<file path="config.mk">
export PLATFORM = sky130hd
export DESIGN_NAME = button_encoder
export DESIGN_NICKNAME = d
export VERILOG_FILES = /design/src/rtl/button_encoder.sv
export SDC_FILE = /design/constraint.sdc
export NUM_CORES = 1
export LEC_CHECK = 0
export ABC_CLOCK_PERIOD_IN_PS = 1450
export CAP_MARGIN = 30
export CELL_PAD_IN_SITES_DETAIL_PLACEMENT = 2
export CELL_PAD_IN_SITES_GLOBAL_PLACEMENT = 2
export CORE_MARGIN = 10
export CORE_UTILIZATION = 25
export CTS_CLUSTER_SIZE = 30
export DETAILED_ROUTE_END_ITERATION = 6
export GPL_TIMING_DRIVEN = 0
export PLACE_DENSITY = 0.65
export REMOVE_ABC_BUFFERS = 1
export SKIP_LAST_GASP = 1
export SLEW_MARGIN = 20
export SYNTH_ARGS = -nofsm -noshare
export SYNTH_HDL_FRONTEND = slang
export SYNTH_SLANG_ARGS = --single-unit
</file>
<file path="constraint.sdc">
create_clock -name CLK -period 1.45 [get_ports CLK]
set_clock_uncertainty 0.15 [all_clocks]
set_input_delay 0.435 -clock CLK [delete_from_list [all_inputs] [get_ports CLK]]
set_output_delay 0.435 -clock CLK [all_outputs]
set_load 0.02 [all_outputs]
</file>
<file path="src/rtl/button_encoder.sv">
// ============================================================================
// button_encoder : synchronise, debounce and encode four push-buttons into a
//                  2-bit colour code with a held-level valid.
// Revision       : 1.0
// ============================================================================
`default_nettype none

module button_encoder #(
  parameter int SYNC_STAGES     = 2,
  parameter int DEBOUNCE_CYCLES = 1000
) (
  input  logic       CLK,
  input  logic       RST_N,
  input  logic [3:0] BTN,
  output logic [1:0] IN,
  output logic       IN_VALID
);

  localparam int               CNT_W    = $clog2(DEBOUNCE_CYCLES) + 1;
  localparam logic [CNT_W-1:0] CNT_LAST = CNT_W'(DEBOUNCE_CYCLES - 1);

  typedef enum logic [1:0] {
    ST_IDLE    = 2'd0,
    ST_PRESSED = 2'd1,
    ST_LOCKOUT = 2'd2
  } state_t;

  logic [SYNC_STAGES-1:0][3:0] sync_q, sync_d;
  logic [3:0]                  cand_q, cand_d;
  logic [3:0]                  stable_q, stable_d;
  logic [CNT_W-1:0]            cnt_q, cnt_d;
  state_t                      state_q, state_d;
  logic [1:0]                  in_q, in_d;
  logic                        in_valid_q, in_valid_d;

  logic [3:0] sync_out;
  logic       one_hot;
  logic [1:0] enc;

  assign sync_out = sync_q[SYNC_STAGES-1];
  assign IN       = in_q;
  assign IN_VALID = in_valid_q;

  always_comb begin
    sync_d[0] = BTN;
    for (int i = 1; i < SYNC_STAGES; i++) begin
      sync_d[i] = sync_q[i-1];
    end
  end

  // Any change of the synchronised vector restarts the stability window.
  always_comb begin
    cand_d   = cand_q;
    stable_d = stable_q;
    cnt_d    = '0;
    if (sync_out != cand_q) begin
      cand_d = sync_out;
    end else if (cand_q != stable_q) begin
      if (cnt_q == CNT_LAST) begin
        stable_d = cand_q;
      end else begin
        cnt_d = cnt_q + CNT_W'(1);
      end
    end
  end

  always_comb begin
    one_hot = (stable_q != 4'd0) && ((stable_q & (stable_q - 4'd1)) == 4'd0);
    if (stable_q[3])      enc = 2'd3;
    else if (stable_q[2]) enc = 2'd2;
    else if (stable_q[1]) enc = 2'd1;
    else                  enc = 2'd0;
  end

  always_comb begin
    state_d    = state_q;
    in_d       = in_q;
    in_valid_d = in_valid_q;
    case (state_q)
      ST_IDLE: begin
        in_valid_d = 1'b0;
        if (one_hot) begin
          in_d       = enc;
          in_valid_d = 1'b1;
          state_d    = ST_PRESSED;
        end else if (stable_q != 4'd0) begin
          state_d = ST_LOCKOUT;
        end
      end
      // First button wins: only a full release ends the press.
      ST_PRESSED: begin
        if (stable_q == 4'd0) begin
          in_valid_d = 1'b0;
          state_d    = ST_IDLE;
        end
      end
      ST_LOCKOUT: begin
        in_valid_d = 1'b0;
        if (stable_q == 4'd0) begin
          state_d = ST_IDLE;
        end
      end
      default: begin
        in_valid_d = 1'b0;
        state_d    = ST_IDLE;
      end
    endcase
  end

  always_ff @(posedge CLK) begin
    if (!RST_N) begin
      sync_q     <= '0;
      cand_q     <= '0;
      stable_q   <= '0;
      cnt_q      <= '0;
      state_q    <= ST_IDLE;
      in_q       <= '0;
      in_valid_q <= 1'b0;
    end else begin
      sync_q     <= sync_d;
      cand_q     <= cand_d;
      stable_q   <= stable_d;
      cnt_q      <= cnt_d;
      state_q    <= state_d;
      in_q       <= in_d;
      in_valid_q <= in_valid_d;
    end
  end

endmodule

`default_nettype wire

</file>
==> results by stage <==
Floorplanning:
- The vertical extent of the die is 95.1 um.
- The number of rows created at floorplan is 27.
- During I/O placement, the number of pins put on the boundary was 9.
- The die area is 9040 um2.
- The die is 95.1 um wide.
- The floorplan core area is 5470 um2.
- The initial standard-cell utilization of the core is 25.7%.

Place:
- Routability-driven placement finished with a final weighted congestion of 0.752.
- Summed over all nets, the half-perimeter wirelength after detailed placement is 2350 um.
- Input and output buffers added on the ports amount to 8.
- The cell total after placement is 222.
- The area after detailed placement is 1530 um2.
- Before CTS, the worst setup slack after placement is -1.28 ns.

Routing:
- Dividing the detail-routed wire length by the instance count gives 15.2 um.
- The routed via count is 1,105.
- Wires add up to 3700 um.
- The first-pass iteration count of the detailed router is 2.
- The number of DRC violations after detailed routing is 0.
- In this run, the number of DRC markers left after iteration 0 of detailed routing was 23.
- The post-detailed-route count of antenna-violating nets is 0.
- Using the TritonRoute via totals, the vias-per-cell ratio works out to 4.55.

Clocking:
- The clock-pin transition on the worst setup and hold timing paths is 0.07 ns.
- The count of hold buffers inserted by post-cts repair is 0.
- The number of buffers on the longest clock path is 2.
- The clock root buffer master is sky130_fd_sc_hd__clkbuf_8.
- In this run, CTS created clock tree buffers numbering 5.
- TritonCTS built the clock tree.
- The worst-skew pair later-pin latency is 0.28 ns.
- The CTS sink count is 32.
- The clock tree synthesis step divided the H-tree into 2 levels.

Outcome:
- The checks that failed: setup timing.
- The flow ran to the end, but the final reports show violations.

STA:
- The worst pin sits at a relative slew slack of 65.3%.
- Hold is met by 0.287 ns.
- Subtracting the final worst setup slack from the clock period gives 1.61 ns.
- The post-route clock period utilization is 111%.
- Setup violations remaining at the end of the flow were counted as 17.
- The final hold violation count came to 0.
- Adding up every negative setup slack in the final design gives -2.03 ns.
- The highest clock rate is 0.622 GHz.
- The final-report max-slew violation count is 0.
- The final worst-path setup slack is -0.157 ns.
- The measured slew at the worst slew-check pin is 0.521 ns.
- Setup repair after global routing could not meet its margin everywhere.

Synthesis:
- The xor/xnor cell area share of the yosys netlist is 11.2%.
- The top cell type by total area after synthesis is sky130_fd_sc_hd__dfxtp_1.
- Counting flops and latches in the post-synthesis netlist gives 32.
- After synthesis, flip-flops and latches occupy 45.5% of the total area.
- The synthesized-area fraction occupied by ao, oa, aoi and oai cells is 6.57%.
- The simple-gate area share of the yosys netlist is 26.3%.
- The cell count after synthesis is 150.
- The number of synthesis warnings is 0.
- The cell area that synthesis handed to floorplanning was 1410 um2.
- The area fraction of the dominant cell type after synthesis is 45.5%.
- The main combinational cell family by area after synthesis is simple AND/OR/NAND/NOR gates.
- After synthesis, the cell types taking the most area are sky130_fd_sc_hd__dfxtp_1, sky130_fd_sc_hd__xor2_1, sky130_fd_sc_hd__and2_1.
- Averaged over all synthesized cells, the footprint is 9.39 um2.
- The post-synthesis adder-cell area fraction is 2.66%.
- Counting distinct cell types in the post-synthesis netlist gives 32.
- The mux contribution to synthesized area is 3.55%.

Setup path:
- The element type at the critical path end is a flop.
- Data on the critical path is required at its endpoint by 1.52 ns.
- The setup path with the least slack is of type flop to flop.
- The startpoint class of the critical path is a flop.
- The maximum fanout along the worst path is 6.
- The critical path arrival is 1.68 ns.
- For flop-to-flop paths, the worst setup slack is -0.16 ns.

Power:
- The design draws 1.69 mW.
- The power density normalized to cell area is 890 nW/um2.
- In this run the static leakage power is 0.740 nW.
- The worst-case IR drop observed on VDD is 0.000483 V.

Global routing:
- The initial antenna violation count was 0.
- Summed over all layers, the global routing overflow is 0.
- The global-route wire length before repair is 6240 um.
- Across every metal layer, demand over resource in global routing totals 8.97%.
- Entering global routing, the biggest net connects 30 pins.
- The via count of the first global-routing pass is 1,262.

Final layout:
- The diode insertion count for antenna repair is 0.
- The layout has 614 filler cells.
- At the end of the flow the core is filled with cells to 34.8%.
- The final cell count without fillers is 243.
- The leading cell type in the layout, fill and taps excluded is sky130_fd_sc_hd__dfxtp_1.
- The finished cells cover 1900 um2.
- The multi-input combinational cells in the finished layout cover a total of 861 um2.
- The signed area change from the synthesized netlist to the final layout is 35.2%.
- Of the cells placed in the final design, the portion with a size suffix greater than 1 is 37.4%.
- The top cell types in the final layout, fill and taps aside, are sky130_fd_sc_hd__dfxtp_1, sky130_fd_sc_hd__nand2_1, sky130_fd_sc_hd__and2_1.
- The register cell area after layout is 664 um2.
- For this run, the post-layout net count is 179.

Job:
- The tool flagged a number of max-cap violations equal to 0.

Min path:
- The min-delay analysis places its worst path in the category flop to flop.
==> path summary, 6_finish.rpt <==
check / endpoint / cells after the start / startpoint
setup / recovery: cnt_q[4] / 5 / cand_q[3]
hold / removal: sync_out[2] / 1 / sync_d[6]
setup reg to reg: cnt_q[4] / 5 / cand_q[3]
hold reg to reg: sync_out[2] / 1 / sync_d[6]
==> cell families after synthesis <==
| kind of cell | count (synthesis) |
|---|---|
| buffers and inverters | 12 |
| XOR/XNOR | 18 |
| AO/OA/AOI/OAI | 14 |
| multiplexers | 5 |
| flip-flops | 32 |
| adder cells (fa/ha/maj) | 3 |
| AND/OR/NAND/NOR | 66 |
==> repair_timing <==
action | CTS | global route
setup endpoints to repair | 35 | 20
hold endpoints to repair | 0 | 0
gates resized for setup | 46 | 25
pin swaps | 14 | 7
gates cloned | 1 | 0
setup buffers | 9 | 3
==> layer usage <==
metal  global-route usage, %  vias up  share of wire, %
met4                    3.74        0               1.6
met5                       0        -                 0
met3                    3.22        7               4.2
met2                    15.9       15                55
li1                        -      546                 -
met1                    9.43      537                39
==> worst max-delay path, stage by stage, from the launching register on <==
cell and delay (ns):
sky130_fd_sc_hd__dfxtp_4 0.35, sky130_fd_sc_hd__xor2_2 0.18, sky130_fd_sc_hd__nor4_4 0.30, sky130_fd_sc_hd__nand4_1 0.24
sky130_fd_sc_hd__buf_6 0.24, sky130_fd_sc_hd__nor2_2 0.08
==> cell type report <==
| class | count | area share (%) |
|---|---|---|
| inverter | 4 | 0.788 |
| clock inverter | 2 | 0.526 |
| multi-input combinational | 106 | 45.2 |
| sequential | 32 | 34.9 |
| clock buffer | 6 | 4.34 |
| tap | 72 | 4.73 |
| timing repair buffer | 21 | 9.53 |
==> where the power goes <==
part           total (mW)  internal (mW)  switching [mW]  leakage, nW
registers           0.898          0.886          0.0121        0.266
logic              0.0885         0.0451          0.0433        0.423
clock network       0.709          0.378           0.330       0.0510
total                1.69           1.31           0.386        0.740
==> cells in the mapped netlist <==
cell type	number
sky130_fd_sc_hd__a211oi_1	2
sky130_fd_sc_hd__a21oi_1	2
sky130_fd_sc_hd__a221oi_1	1
sky130_fd_sc_hd__a31o_2	1
sky130_fd_sc_hd__a41o_1	1
sky130_fd_sc_hd__and2_1	12
sky130_fd_sc_hd__and3_1	3
sky130_fd_sc_hd__and4_1	2
sky130_fd_sc_hd__buf_2	3
sky130_fd_sc_hd__buf_4	1
sky130_fd_sc_hd__buf_6	1
sky130_fd_sc_hd__clkbuf_1	3
sky130_fd_sc_hd__dfxtp_1	32
sky130_fd_sc_hd__ha_1	3
sky130_fd_sc_hd__inv_1	4
sky130_fd_sc_hd__mux2i_1	5
sky130_fd_sc_hd__nand2_1	16
sky130_fd_sc_hd__nand2b_1	1
sky130_fd_sc_hd__nand3_1	4
sky130_fd_sc_hd__nand4_1	6
sky130_fd_sc_hd__nand4_2	1
sky130_fd_sc_hd__nor2_1	15
sky130_fd_sc_hd__nor3_1	2
sky130_fd_sc_hd__nor3b_1	1
sky130_fd_sc_hd__nor4_2	1
sky130_fd_sc_hd__nor4_4	1
sky130_fd_sc_hd__nor4b_2	1
sky130_fd_sc_hd__o21ai_0	5
sky130_fd_sc_hd__o22ai_1	1
sky130_fd_sc_hd__o41ai_1	1
sky130_fd_sc_hd__xnor2_1	5
sky130_fd_sc_hd__xor2_1	13
==> sequential cells by signal, summed over array words and instances (netlist names) <==
register	cells
cnt_q	11
cand_q	4
stable_q	4
sync_d	4
sync_out	4
IN	2
state_q	2
IN_VALID	1
(Power assumes the default switching activity.)
